## src/rtl/intpol2_d4_diff_seq.sv

```systemverilog
// Forward-difference sequencer for the intpol2_D4 datapath: d1=y1-y0, d2=y2-y1, dd=d2-d1 on one shared registered subtractor.
// Optional one-deep job buffer enabled by defining INTPOL2_D4_DIFF_START_BUF_EN.
module intpol2_d4_diff_seq #(
  parameter int DATA_WIDTH = 32,
  parameter int N_bits     = 2
) (
  input  logic                         clk,
  input  logic                         rstn,
  input  logic                         start,
  input  logic [DATA_WIDTH-1:0]        y0,
  input  logic [DATA_WIDTH-1:0]        y1,
  input  logic [DATA_WIDTH-1:0]        y2,
  output logic                         busy,
  output logic                         done,
  output logic [DATA_WIDTH+N_bits-1:0] d1,
  output logic [DATA_WIDTH+N_bits-1:0] d2,
  output logic [DATA_WIDTH+N_bits-1:0] dd,
  output logic                         sub_en,
  output logic [DATA_WIDTH+N_bits-1:0] sub_A,
  output logic [DATA_WIDTH+N_bits-1:0] sub_B,
  input  logic [DATA_WIDTH+N_bits-1:0] sub_C
);

  localparam int W = DATA_WIDTH + N_bits;

  typedef enum logic [2:0] {IDLE, D1, D2, DD, FIN} state_t;

  state_t         state_q, state_d;
  logic [W-1:0]   y0_q, y0_d, y1_q, y1_d, y2_q, y2_d;
  logic [W-1:0]   d1r_q, d1r_d, d2r_q, d2r_d;
  logic [W-1:0]   d1_q, d1_d, d2_q, d2_d, dd_q, dd_d;
  logic           done_q, done_d;
  logic [W-1:0]   y0_ext, y1_ext, y2_ext;

  assign y0_ext = {{N_bits{y0[DATA_WIDTH-1]}}, y0};
  assign y1_ext = {{N_bits{y1[DATA_WIDTH-1]}}, y1};
  assign y2_ext = {{N_bits{y2[DATA_WIDTH-1]}}, y2};

`ifdef INTPOL2_D4_DIFF_START_BUF_EN
  logic [W-1:0]   buf0_q, buf0_d, buf1_q, buf1_d, buf2_q, buf2_d;
  logic           pending_q, pending_d;
`endif

  always_comb begin
    state_d = state_q;
    y0_d    = y0_q;
    y1_d    = y1_q;
    y2_d    = y2_q;
    d1r_d   = d1r_q;
    d2r_d   = d2r_q;
    d1_d    = d1_q;
    d2_d    = d2_q;
    dd_d    = dd_q;
    done_d  = 1'b0;
    sub_en  = 1'b0;
    sub_A   = '0;
    sub_B   = '0;
`ifdef INTPOL2_D4_DIFF_START_BUF_EN
    buf0_d    = buf0_q;
    buf1_d    = buf1_q;
    buf2_d    = buf2_q;
    pending_d = pending_q;
    // A start that arrives mid-job parks its samples until FIN hands them over.
    if (start && !pending_q && (state_q == D1 || state_q == D2 || state_q == DD)) begin
      buf0_d    = y0_ext;
      buf1_d    = y1_ext;
      buf2_d    = y2_ext;
      pending_d = 1'b1;
    end
`endif

    case (state_q)
      IDLE: begin
        if (start) begin
          y0_d    = y0_ext;
          y1_d    = y1_ext;
          y2_d    = y2_ext;
          state_d = D1;
        end
      end
      D1: begin
        sub_en  = 1'b1;
        sub_A   = y1_q;
        sub_B   = y0_q;
        state_d = D2;
      end
      D2: begin
        sub_en  = 1'b1;
        sub_A   = y2_q;
        sub_B   = y1_q;
        d1r_d   = sub_C;
        state_d = DD;
      end
      DD: begin
        // d2 is still in the subtractor's output register, so it is forwarded rather than stored first.
        sub_en  = 1'b1;
        sub_A   = sub_C;
        sub_B   = d1r_q;
        d2r_d   = sub_C;
        state_d = FIN;
      end
      FIN: begin
        d1_d    = d1r_q;
        d2_d    = d2r_q;
        dd_d    = sub_C;
        done_d  = 1'b1;
        state_d = IDLE;
`ifdef INTPOL2_D4_DIFF_START_BUF_EN
        if (pending_q) begin
          y0_d      = buf0_q;
          y1_d      = buf1_q;
          y2_d      = buf2_q;
          pending_d = 1'b0;
          state_d   = D1;
        end else if (start) begin
          y0_d    = y0_ext;
          y1_d    = y1_ext;
          y2_d    = y2_ext;
          state_d = D1;
        end
`endif
      end
      default: state_d = IDLE;
    endcase
  end

  always_ff @(posedge clk or negedge rstn) begin
    if (!rstn) begin
      state_q <= IDLE;
      y0_q    <= '0;
      y1_q    <= '0;
      y2_q    <= '0;
      d1r_q   <= '0;
      d2r_q   <= '0;
      d1_q    <= '0;
      d2_q    <= '0;
      dd_q    <= '0;
      done_q  <= 1'b0;
    end else begin
      state_q <= state_d;
      y0_q    <= y0_d;
      y1_q    <= y1_d;
      y2_q    <= y2_d;
      d1r_q   <= d1r_d;
      d2r_q   <= d2r_d;
      d1_q    <= d1_d;
      d2_q    <= d2_d;
      dd_q    <= dd_d;
      done_q  <= done_d;
    end
  end

`ifdef INTPOL2_D4_DIFF_START_BUF_EN
  always_ff @(posedge clk or negedge rstn) begin
    if (!rstn) begin
      buf0_q    <= '0;
      buf1_q    <= '0;
      buf2_q    <= '0;
      pending_q <= 1'b0;
    end else begin
      buf0_q    <= buf0_d;
      buf1_q    <= buf1_d;
      buf2_q    <= buf2_d;
      pending_q <= pending_d;
    end
  end
`endif

  assign busy = (state_q != IDLE);
  assign done = done_q;
  assign d1   = d1_q;
  assign d2   = d2_q;
  assign dd   = dd_q;

endmodule

```

## config.mk

```make
export PLATFORM = sky130hd
export DESIGN_NAME = intpol2_d4_diff_seq
export DESIGN_NICKNAME = d
export VERILOG_FILES = /design/src/rtl/intpol2_d4_diff_seq.sv
export SDC_FILE = /design/constraint.sdc
export NUM_CORES = 1
export LEC_CHECK = 0
export ABC_AREA = 1
export CORE_UTILIZATION = 30
export CTS_BUF_LIST = sky130_fd_sc_hd__clkbuf_2 sky130_fd_sc_hd__clkbuf_4 sky130_fd_sc_hd__clkbuf_8
export CTS_CLUSTER_SIZE = 16
export DETAILED_ROUTE_END_ITERATION = 7
export GPL_TIMING_DRIVEN = 1
export SYNTH_ARGS = -nofsm -noshare
export SYNTH_HDL_FRONTEND = slang
export SYNTH_SLANG_ARGS = --single-unit
```

## constraint.sdc

```tcl
create_clock -name clk -period 2.5 [get_ports clk]
set_input_delay 0.5 -clock clk [delete_from_list [all_inputs] [get_ports clk]]
set_output_delay 0.5 -clock clk [all_outputs]
set_load 0.02 [all_outputs]
```

==> results.cfg <==
[setup_path]
path_max_fanout = 6
crit_end = sub_A[2]
reg2reg_to = y2_q[29]
crit_required_ns = 2.00
rr_startpoint = state_q[0]
ff2ff_path_depth = 9
cp.arrival_ns = 2.04
timing.setup.critical_path_class = reg -> out
cp-end-kind = primary output
cp-start-kind = register
crit_start = state_q[0]
r2r_slack_ns = 0.43

[routing]
routed_wirelength_mm = 51.8
vias = 12297
drt_first_pass_iters = 5
drtIter0Drc = 1040
routed_via_density = 5.29
wl_per_cell_um = 22.3
drc = 0
ant_nets = 0

[yosys]
synth_top_family_by_area = simple AND/OR/NAND/NOR gates
synth_simple_gate_area_share_pct = 34.4
synth_cell_types = 18
synth_area_per_cell_um2 = 8.55
netlist_area_um2 = 12100
synth_compound_area_share_pct = 2.82
synthMuxAreaShare_pct = 0
synth_fa_ha_area_share_pct = 0
synth.yosys.warnings = 0
synth_seq_cells = 270
seq_area_frac_synth_pct = 55.9
synthesis.nets = 1545
syn_inst = 1412
synth_xor_area_share_pct = 0

[layout]
drive_gt1_share_pct = 20.6
final_core_util_pct = 46.1
nFillCells = 3841
fin_area_um2 = 18300
seqCellArea_um2 = 6770
multiInputGateArea_um2 = 4970
area_delta_synth_final_pct = 51.8
nNetsFinal = 1894

[timing]
finalSetupViolCount = 27
fin_crit_sh_pct = 102
slew_violations = 0
rsz0062_at_grt = yes
tightest_slew_ns = 0.624
fin_skew_ns = 0.0205
setup_slack_ns = -0.0440
fin_crit_ns = 2.54
fin_setup_tns_ns = -0.626
slew_headroom_pct = 58.4
finalHoldViolations = 0
fmax_ghz = 0.393

[power]
swShare_pct = 44.2
seqPwrFrac_pct = 29.7
combPwrFrac_pct = 54.9
p_int_uw = 15600
switchingPower_uw = 12400
ir_worst_vdd_v = 0.000599
power.density_nw_per_um2 = 1530
leakagePower_uw = 0.00908
clkPwrFrac_pct = 15.4
finalPower_uw = 28100

[clock_tree]
htreeDepth = 2
clockBufferDepth = 3
insertion_delay_ns = 0.59
numCtsBuffers = 48
cts-root-buf = clkbuf_8
numClockSinks = 270
path_clk_slew_ns = 0.06
cts_tree = yes

[grt]
grt_max_degree = 137
grt_pass1_wl_mm = 75.9
grt_antenna_before_repair = 1
grt_pass1_vias = 11747
grt_usage_pct = 24.8
overflow = 0

[floorplan]
fp-row-count = 73
coreArea_um2 = 39700
ios = 306
start_util_pct = 30.4
die-area_um2 = 41100
die_h_um = 203
die_w_um = 203

[placed_design]
numPortBuffers = 305
gp_congestion = 0.885
pre_cts_ws_ns = -0.243
placed_area_um2 = 16000
hpwl_mm = 36.2

[hold_path]
min_path_type = in -> reg

[run_status]
outcome = finished with violations
violations = negative setup slack

[run]
cap_violations = 0
## state kept, by name (all words and copies together), names as in the netlist
register / flops
d1: 34
d1r_q: 34
d2: 34
d2r_q: 34
dd: 34
done: 1
state_q: 3
y0_q: 32
y1_q: 32
y2_q: 32
## layout by cell type, fill, tap and decap left out, types with 11 or more instances in the layout
cell,instances
o21ai_1,24
buf_16,13
clkbuf_4,11
o21ai_0,44
nand3_2,67
nand3_4,11
buf_12,31
buf_6,50
nand4_1,228
nand2_1,536
buf_4,88
dfrtp_1,267
clkbuf_8,59
clkinv_2,12
nand3_1,57
clkdlybuf4s50_1,233
inv_1,35
## power by group through the flow
stage | combinational [uW] | clock [uW] | sequential [uW]
after floorplan | 6190 | 0 | 8590
after global placement | 12900 | 0 | 8190
after detailed placement | 13100 | 0 | 8240
after CTS | 14700 | 4400 | 8230
after global routing | 16400 | 4590 | 8530
final | 15400 | 4320 | 8320
## cell usage after synthesis
| master | n | area share (%) |
|---|---|---|
| nor2_2 | 1 | 0.052 |
| nand4_1 | 228 | 12 |
| nand2_1 | 537 | 17 |
| o21ai_1 | 24 | 0.99 |
| dfrtp_1 | 270 | 56 |
| nand2_2 | 1 | 0.052 |
| inv_2 | 3 | 0.093 |
| inv_1 | 35 | 1.1 |
| nor2_1 | 1 | 0.031 |
| buf_1 | 6 | 0.19 |
| nand3_2 | 1 | 0.083 |
| buf_6 | 9 | 0.84 |
| buf_4 | 13 | 0.81 |
| o21ai_0 | 44 | 1.8 |
| buf_2 | 62 | 2.6 |
| nor2_4 | 1 | 0.093 |
| nand3_1 | 134 | 5.6 |
| clkbuf_1 | 42 | 1.3 |
## kinds of logic after synthesis
| family | after synthesis |
|---|---|
| and+or+nand+nor | 904 |
| buffers and inverters | 170 |
| AOI/OAI and AO/OA | 68 |
| DFF | 270 |
## critical path, stage by stage (launching register included)
cell and delay [ns]:
dfrtp_4 0.51, nor2_4 0.18, buf_6 0.16, buf_12 0.14, buf_4 0.15, nand3_1 0.09
nand3_2 0.11, buf_6 0.12
## how the worst min path moves through the flow
stage              start       end  slack, ns  cells past startpoint
3_5_place_dp    d2r_q[3]     d2[3]       0.45                      2
3_3_place_gp   d2r_q[12]    d2[12]       0.45                      2
2_1_floorplan       rstn     d1[0]       0.20                      0
4_1_cts            start  y1_q[14]       0.31                      3
6_report           start  y1_q[14]       0.34                      3
5_1_grt            start   y2_q[5]       0.34                      3
## per-layer routing
metal  vias to the layer above  track usage, %  part of all wire (%)
li1                       5540               -                     -
met4                         2            11.5                   4.8
met3                       120            5.17                   8.4
met1                      6002            33.7                    42
met2                       633            37.7                    45
met5                         -               0                 0.021
## metrics by stage
step,hold slack [ns],std cells
2_1_floorplan,0.204,1412
3_3_place_gp,0.454,2188
6_report,0.339,2323
3_5_place_dp,0.455,2188
5_1_grt,0.342,2322
4_1_cts,0.306,2308
## layout make-up
cell class,instances,share of cell area (%)
timing repair inverter,1,0.0341
multi-input combinational,972,27.1
clock buffer,70,4.88
tap,525,3.58
clock inverter,16,0.614
timing repair buffer,430,26.0
inverter,38,0.874
sequential,270,36.9
antenna,1,0.0137
## repair_timing
item,in CTS,in global routing
endpoints found under the setup margin,67,63
setup buffers,16,14
hold buffers,1,0
cloned,17,2
endpoints found under the hold margin,49,0
resized for setup,366,92
pin swaps,25,27
Power figures use the tool's default switching activity.
